[config.mk]
export PLATFORM = sky130hd
export DESIGN_NAME = ctl_seq
export DESIGN_NICKNAME = d
export VERILOG_FILES = /design/src/rtl/ctl_seq.sv
export SDC_FILE = /design/constraint.sdc
export NUM_CORES = 1
export LEC_CHECK = 0
export CELL_PAD_IN_SITES_DETAIL_PLACEMENT = 1
export CELL_PAD_IN_SITES_GLOBAL_PLACEMENT = 1
export CORE_ASPECT_RATIO = 1.2
export CORE_MARGIN = 2
export CORE_UTILIZATION = 33
export CTS_CLUSTER_DIAMETER = 60
export CTS_CLUSTER_SIZE = 30
export DETAILED_ROUTE_END_ITERATION = 10
export PLACE_DENSITY_LB_ADDON = 0.1
export SLEW_MARGIN = 10
export SYNTH_ARGS = -nofsm -noshare
export SYNTH_HDL_FRONTEND = slang
export SYNTH_SLANG_ARGS = --single-unit
[constraint.sdc]
create_clock -name clk_i -period 3.2 [get_ports clk_i]
set_input_delay 0.48 -clock clk_i [delete_from_list [all_inputs] [get_ports clk_i]]
set_output_delay 0.48 -clock clk_i [all_outputs]
set_load 0.1 [all_outputs]
[src/rtl/ctl_seq.sv]
// ----------------------------------------------------------------------------
// ctl_seq -- control sequencer for the pico single-cycle core.
//
// Decodes the current opcode into PC mode, register-file write enable, ALU
// operand select and ALU function. Also holds the core state machine
// (RUN / WFI / HALT / ISR) and an N-channel interrupt unit: rising edges are
// captured into pending bits, masked, priority-encoded (lowest index wins)
// and vectored into handlers at VEC_BASE + idx*VEC_STRIDE.
//
// Optional feature macro: PICO_ILLEGAL_TRAP_EN
//   defined   : illegal opcode in RUN traps to VEC_BASE - VEC_STRIDE (ISR)
//   undefined : illegal opcode drives RETURN + halt and parks in HALT
//
// Ports
//   clk_i           core clock
//   rst_i           synchronous, active-high reset
//   op_code_i       current instruction opcode
//   flags_alu_i     ALU flags (only Zero is used)
//   irq_i           level interrupt lines, rising edges captured
//   irq_mask_i      1 = channel enabled
//   mode_pc_o       PC next-address mode
//   wr_en_rf_o      register-file write enable
//   a_imm_alu_o     ALU A operand from immediate
//   func_alu_o      ALU function
//   pc_vec_o        handler address, valid with pc_vec_valid_o
//   pc_vec_valid_o  PC takes pc_vec_o instead of the immediate in SUBROUTINE
//   irq_ack_o       one-hot, one-cycle acknowledge of the taken channel
//   halt_core_o     gate the PC clock permanently
//   wfi_core_o      gate the PC clock while waiting
//   in_isr_o        handler in progress
// ----------------------------------------------------------------------------
package pico_pkg;
    // Bit 4 = immediate form, bit 3 = subtract, bits 2:0 = ALU function.
    // Control opcodes live in the op[3]=1 codes unused by the ALU forms.
    typedef enum logic [4:0] {
        ADD  = 5'b00000, AND  = 5'b00001, OR   = 5'b00010, XOR  = 5'b00011,
        SHL  = 5'b00100, SHR  = 5'b00101, NOT  = 5'b00110, SUB  = 5'b01000,
        ADDI = 5'b10000, ANDI = 5'b10001, ORI  = 5'b10010, XORI = 5'b10011,
        SHLI = 5'b10100, SHRI = 5'b10101, NOTI = 5'b10110, SUBI = 5'b11000,
        BEQ  = 5'b01001, BNE  = 5'b01010, JSBR = 5'b01011, RSBR = 5'b01100,
        WFI  = 5'b01101, HALT = 5'b01110
    } opCode;

    typedef enum logic [2:0] {
        F_ADD, F_AND, F_OR, F_XOR, F_SHL, F_SHR, F_NOT, F_SUB
    } funcALU;

    typedef enum logic [1:0] {
        INCREMENT, RELATIVE, SUBROUTINE, RETURN
    } modePC;

    typedef struct packed {
        logic Neg;
        logic Carry;
        logic Zero;
    } flagsALU;
endpackage

module ctl_seq
    import pico_pkg::*;
#(
    parameter int              N_IRQ      = 4,
    parameter int              PC_W       = 8,
    parameter logic [PC_W-1:0] VEC_BASE   = PC_W'('h10),
    parameter int              VEC_STRIDE = 4,
    parameter int              DEPTH_W    = 3
) (
    input  logic              clk_i,
    input  logic              rst_i,
    input  opCode             op_code_i,
    input  flagsALU           flags_alu_i,
    input  logic [N_IRQ-1:0]  irq_i,
    input  logic [N_IRQ-1:0]  irq_mask_i,
    output modePC             mode_pc_o,
    output logic              wr_en_rf_o,
    output logic              a_imm_alu_o,
    output funcALU            func_alu_o,
    output logic [PC_W-1:0]   pc_vec_o,
    output logic              pc_vec_valid_o,
    output logic [N_IRQ-1:0]  irq_ack_o,
    output logic              halt_core_o,
    output logic              wfi_core_o,
    output logic              in_isr_o
);
    typedef enum logic [1:0] {S_RUN, S_WFI, S_HALT, S_ISR} state_t;

    state_t             state_q, state_d;
    logic [N_IRQ-1:0]   irq_q, pend_q, pend_d, take;
    logic [DEPTH_W-1:0] depth_q, depth_d;
    logic [3:0]         idx;
    logic [4:0]         op_bits;
    logic               unused_flags;

    assign op_bits      = op_code_i;
    assign unused_flags = flags_alu_i.Neg ^ flags_alu_i.Carry;
    assign take         = pend_q & irq_mask_i;
    assign in_isr_o     = (state_q == S_ISR);

    // Lowest enabled pending channel; scanning downward lets the lowest win.
    always_comb begin
        idx = '0;
        for (int i = N_IRQ - 1; i >= 0; i--) begin
            if (take[i]) idx = 4'(i);
        end
    end

    always_comb begin
        // NOTE: every output gets a default first so no path leaves one
        // unassigned, which would otherwise infer a latch.
        mode_pc_o      = INCREMENT;
        wr_en_rf_o     = 1'b0;
        a_imm_alu_o    = op_bits[4];
        func_alu_o     = op_bits[3] ? F_SUB : funcALU'(op_bits[2:0]);
        pc_vec_o       = '0;
        pc_vec_valid_o = 1'b0;
        irq_ack_o      = '0;
        halt_core_o    = 1'b0;
        wfi_core_o     = 1'b0;
        state_d        = state_q;
        depth_d        = depth_q;

        if (state_q == S_HALT) begin
            halt_core_o = 1'b1;
        end else if (state_q != S_ISR && take != '0) begin
            // Entry suppresses the current instruction; the pushed PC is its
            // own address so it re-executes after the handler returns.
            mode_pc_o      = SUBROUTINE;
            pc_vec_valid_o = 1'b1;
            pc_vec_o       = PC_W'(int'(VEC_BASE) + int'(idx) * VEC_STRIDE);
            irq_ack_o      = N_IRQ'(1) << idx;
            state_d        = S_ISR;
        end else if (state_q == S_WFI) begin
            wfi_core_o = 1'b1;
        end else begin
            case (op_code_i)
                ADD, AND, OR, XOR, SHL, SHR, NOT, SUB,
                ADDI, ANDI, ORI, XORI, SHLI, SHRI, NOTI, SUBI: begin
                    wr_en_rf_o = 1'b1;
                end
                BEQ: mode_pc_o = flags_alu_i.Zero ? RELATIVE : INCREMENT;
                BNE: mode_pc_o = flags_alu_i.Zero ? INCREMENT : RELATIVE;
                JSBR: begin
                    mode_pc_o = SUBROUTINE;
                    if (state_q == S_ISR && depth_q != '1) depth_d = depth_q + 1'b1;
                end
                RSBR: begin
                    mode_pc_o = RETURN;
                    if (state_q == S_ISR) begin
                        if (depth_q != '0) depth_d = depth_q - 1'b1;
                        else               state_d = S_RUN;
                    end
                end
                WFI: begin
                    // Inside a handler WFI is a plain NOP.
                    if (state_q == S_RUN) begin
                        wfi_core_o = 1'b1;
                        state_d    = S_WFI;
                    end
                end
                HALT: begin
                    halt_core_o = 1'b1;
                    state_d     = S_HALT;
                end
                default: begin
`ifdef PICO_ILLEGAL_TRAP_EN
                    if (state_q == S_RUN) begin
                        mode_pc_o      = SUBROUTINE;
                        pc_vec_valid_o = 1'b1;
                        pc_vec_o       = PC_W'(int'(VEC_BASE) - VEC_STRIDE);
                        state_d        = S_ISR;
                    end else begin
                        mode_pc_o   = RETURN;
                        halt_core_o = 1'b1;
                        state_d     = S_HALT;
                    end
`else
                    mode_pc_o   = RETURN;
                    halt_core_o = 1'b1;
                    state_d     = S_HALT;
`endif
                end
            endcase
        end

        if (rst_i) begin
            mode_pc_o      = INCREMENT;
            wr_en_rf_o     = 1'b0;
            halt_core_o    = 1'b0;
            wfi_core_o     = 1'b0;
            pc_vec_valid_o = 1'b0;
            irq_ack_o      = '0;
        end
    end

    // A clear from the acknowledge never hides a fresh edge on the same bit.
    assign pend_d = (pend_q & ~irq_ack_o) | (irq_i & ~irq_q);

    // NOTE: sequential state uses non-blocking assignments so every register
    // samples the pre-edge values, independent of statement order.
    always_ff @(posedge clk_i) begin
        if (rst_i) begin
            state_q <= S_RUN;
            irq_q   <= '0;
            pend_q  <= '0;
            depth_q <= '0;
        end else begin
            state_q <= state_d;
            irq_q   <= irq_i;
            pend_q  <= pend_d;
            depth_q <= depth_d;
        end
    end
endmodule

**Word-level counts from Yosys, hierarchy flattened**

Index checks and enable logic that the tools add are counted.

- Bits in registers: 13
- Bits of input ports: 18
- Output and inout port bits: 23
- Logic and storage cells: 110

- $add $sub $neg: 3
- Equality and inequality tests: 34
- Shift operators: 1
- Muxes and demuxes: 46
- Bitwise logic cells: 9
- Reduce and logical (&&, ||, !) cells: 13

Operators by type and width:

| cell | count |
|---|---|
| $eq 5x5->1 const B | 8 |
| $eq 5x4->1 const B | 7 |
| $mux 4 | 6 |
| $mux 1 | 21 |
| $reduce_or 21->1 | 1 |
| $mux 2 | 10 |
| $reduce_or 19->1 | 1 |
| $reduce_or 18->1 | 1 |
| $reduce_or 16->1 | 1 |
| $eq 5x3->1 const B | 3 |
| $mux 7 | 2 |
| $and 4x4->4 | 3 |
| $mux 3 | 4 |
| $ne 3x3->1 const B | 4 |
| $eq 5x2->1 const B | 2 |
| $ne 2x2->1 const B | 5 |
| $not 4->4 | 2 |
| $pmux 2 s4 | 1 |
| $add 5x6->7 const A | 1 |
| $reduce_and 7->1 | 1 |
| $pmux 2 s3 | 1 |
| $pmux 3 s2 | 1 |
| $reduce_and 6->1 | 1 |
| $eq 5x1->1 const B | 1 |
| other kinds (14) | 18 |

**Logic depth before layout (Yosys ltp)**

- Depth in word-level cells: 12
- Depth in mapped cells: 7
- Gate-level depth less buffers: 7

**Worst setup path after synthesis**

No wires, ideal clock.

- Path kind: input to register
- From: in irq_mask_i[0]
- To: reg pend_q[1]
- Setup time: 0.132 ns
- Data arrival time: 4.139 ns
- Required time: 3.068 ns
- Path slack: -1.071 ns
- Cell stages on the path: 4
- Buffers on the path: 0
- Cell sequence: nand2_1 nor4b_1 nand2b_1 a21oi_1

- Longest elaborated chain between the ends: 9
- Elaborated cells on any way between the ends: 11
- Classes of those cells: shift: 1; mux: 4; bitwise: 4; reduce/logical: 2

Ends and longest elaborated chain:

| what | RTL line | RTL |
|---|---|---|
| start, declared | 73 | `input logic [N_IRQ-1:0] irq_mask_i,` |
| $and 4x4->4 (*) | 96 | `assign take = pend_q & irq_mask_i;` |
| $mux 4 or $reduce_bool 4->1 (tied branches) | 103, 124 |  |
| $shl 1x4->4 or $logic_and 1x1->1 (tied branches) | 130, 124 |  |
| $mux 4 (*) | 124 | `end else if (state_q != S_ISR && take != '0) begin` |
| $mux 4 (*) | 122 | `if (state_q == S_HALT) begin` |
| $mux 4 (*) | 185 | `if (rst_i) begin` |
| named net irq_ack_o[1] | 80 | `output logic [N_IRQ-1:0] irq_ack_o,` |
| $not 4->4 (*) | 196 | `assign pend_d = (pend_q & ~irq_ack_o) \| (irq_i & ~irq_q);` |
| $and 4x4->4 (*) | 196 |  |
| $or 4x4->4 (*) | 196 |  |
| end signal, assigned | 209 | `pend_q <= pend_d;` |
| end, declared | 88 | `logic [N_IRQ-1:0] irq_q, pend_q, pend_d, take;` |

Mark *: on every way through the listed nets, which the timed path passes. The rest lies on a longest branch.
A chain may end at the register's enable or synchronous reset.

**Final worst setup path**

- From: in op_code_i[1]
- To: out mode_pc_o[1]

- Longest elaborated chain between the ends: 7
- Elaborated cells on any way between the ends: 27
- Classes of those cells: eq/ne: 20; mux: 5; reduce/logical: 2

Ends and longest elaborated chain:

| what | RTL line | RTL |
|---|---|---|
| start, declared | 70 | `input opCode op_code_i,` |
| $eq 5x4->1, or another cell as far along | 135 | `case (op_code_i)` |
| $reduce_or 18->1 (no source line) | - |  |
| $pmux 2 s4 (*) | 135 |  |
| $mux 2 (*) | 132 | `end else if (state_q == S_WFI) begin` |
| $mux 2 (*) | 124 |  |
| $mux 2 (*) | 122 |  |
| $mux 2 (*) | 185 |  |
| end, declared | 74 | `output modePC mode_pc_o,` |

Every way passes the cells marked *; elsewhere a longest branch is shown, timed or not.

==> results.ini <==
[global_route]
antenna_found_initial = 0
grt_pass1_vias = 1031
grt_pass1_wl_mm = 4.774
grt_usage_pct = 15.90
overflow = 0
grt_max_degree = 15

[sta]
period_needed_ps = 2791
setup-tns-final_ps = 0
finalHoldViolCount = 0
fmax_mhz = 358.2
hold_ws_ps = 479.5
maxSlewViolCount = 0
worst_pin_slew_ps = 518.7
setup_ws_ps = 408.6
slew_headroom_pct = 65.31
setup_viol = 0
rsz0062_at_grt = false
finalCritPeriodShare_pct = 87.23
skew_ps = 2.983

[worst_setup_path]
r2r_cells = 5
critPathLaunchType = input pin
cp.arrival_ps = 2310
cp.required_ps = 2720
r2r_slack_ps = 1530
r2r_start = state_q[1]
endpoint = mode_pc_o[1]
startpoint = op_code_i[1]
endpoint_kind = output port
reg2reg_to = state_q[0]
path_class = input pin to output port
worstPathMaxFanout = 14

[yosys]
async_flop_share_pct = 0
ys.flop_type = dfxtp_1
synth_edf_count = 0
synth.ff_latch_count = 13
netlist_instances = 137
seq_area_frac_synth_pct = 24.67
syn_avg_cell_area_um2 = 7.699
yosys_warnings = 0
syn_area_um2 = 1055
synth_cell_types = 48

[drt]
drt_iter0_markers = 10
avgViaCountPerCell = 5.324
wl_met1_mm = 1.172
wirelength_mm = 2.719
drc = 0
wl_met2_mm = 1.407
wl_met3_um = 116
vias = 1086
antenna_left = 0
wl_per_cell_um = 13.33
top_layer = met4
first_pass_iters = 4

[power]
vdd.ir_drop.worst_mv = 0.2894
leakage_nw = 0.5924
p_per_area_nw_per_um2 = 521.1

[hold_path]
holdPathStages = 2
worstHoldPathType = flip-flop to flip-flop

[placed_design]
numPortBuffers = 33
gp_congestion = 0.7701
place_area_um2 = 1529
dp_slack_ps = 329.7
placedCellCount = 200
hpwl_mm = 2.196

[layout]
mostFrequentLayoutCells = clkdlybuf4s50_1, dfxtp_1, buf_12
multi_input_area_um2 = 739.5
finalInstanceArea_um2 = 1555
areaGrowthSynthToFinish_pct = 47.45
fin_cells = 204
fillers = 378
drive_gt1_share_pct = 27.38
n_antenna_cell = 0
regArea_um2 = 260.3
final_common_cell = clkdlybuf4s50_1
nets = 188

[floorplanning]
rows = 22
die_y_um = 65.93
die_w_um = 55.61
dieArea_um2 = 3666
fp.coreArea_um2 = 3055
io_pins = 41
start_util_pct = 34.52

[clocking]
cts_setup_buffers = 0
cts_resized = 0
cts_buffers = 3
clkTransAtPathRegs_ps = 80
cts-hold-fix-buffers = 0
cts_root_buffer = clkbuf_4
cts_tree = built
cts_sinks = 13
cts_buffer_depth = 2
clk_latency_ps = 270
htree_levels = 1

[flow_run]
maxCapViolations = 0

[run_status]
status = completed

==> critical path: stages <==
cell	delay [ps]
clkdlybuf4s50_1	790
o21a_1	260
a211oi_1	60
o21ai_0	170
o21ai_0	130
a21oi_2	200
buf_12	200
==> metrics by stage <==
stage	total power, mW	util (%)
finish	0.8105	50.90
global route	0.8554	50.90
CTS	0.8170	50.90
detailed placement	0.7141	50.04
global placement	0.7085	50.04
floorplan	0.5753	-
==> registers in the layout (all words and copies together) (netlist names) <==
name and count:
state_q 2, depth_q 3, pend_q 4, irq_q 4
==> layout make-up <==
cell class / count / share of cell area [%]
Timing Repair Buffer: 36 / 29.44
Tap cell: 36 / 2.896
Inverter: 7 / 1.689
Clock buffer: 4 / 1.689
Sequential cell: 13 / 16.73
Multi-Input combinational cell: 108 / 47.55
==> worst min-delay path by stage <==
stage | from | to
global placement | pend_q[1] | pend_q[1]
detailed placement | pend_q[1] | pend_q[1]
floorplan | pend_q[1] | pend_q[1]
global route | irq_q[3] | pend_q[3]
finish | pend_q[1] | pend_q[1]
CTS | pend_q[1] | pend_q[1]
==> routing by layer <==
| layer | vias to the layer above | GRT usage [%] |
|---|---|---|
| met3 | 2 | 1.957 |
| li1 | 543 | - |
| met2 | 30 | 28.87 |
| met5 | - | 0 |
| met1 | 511 | 19.62 |
| met4 | 0 | 4.573 |
==> power by group <==
group,switching (mW),total (mW),leakage [nW],internal [mW]
logic,0.332,0.498,0.470,0.166
clock network,0.0537,0.102,0.0150,0.0482
registers,0.0320,0.211,0.108,0.179
total,0.418,0.810,0.592,0.393
==> kinds of logic after synthesis <==
logic type / count (synthesis) / synth area share (%)
flops: 13 / 24.67
simple gates: 55 / 30.72
other cells: 1 / 0.3555
fa+ha+maj: 2 / 2.847
buf+inv: 20 / 10.44
compound gates: 44 / 29.30
xor+xnor: 2 / 1.661
==> synthesized netlist by cell type, drive strengths merged (2+ instances only) <==
cell / number / area, um^2
and3: 2 / 12.51
dfxtp: 13 / 260.3
xnor2: 2 / 17.52
o21a: 3 / 22.52
nor3: 5 / 25.02
a21boi: 2 / 15.01
nand2: 5 / 18.77
or2: 3 / 18.77
nor2b: 5 / 33.78
a22o: 3 / 27.53
nand2b: 7 / 43.79
a21oi: 11 / 55.05
clkbuf: 3 / 11.26
nand3: 6 / 30.03
a31oi: 3 / 18.77
nor2: 12 / 47.55
a211oi: 3 / 27.52
nor3b: 3 / 38.79
inv: 7 / 26.28
or3: 2 / 12.51
buf: 10 / 72.56
o21ai: 10 / 53.80
Note: power is estimated with default switching activity, not from simulation.
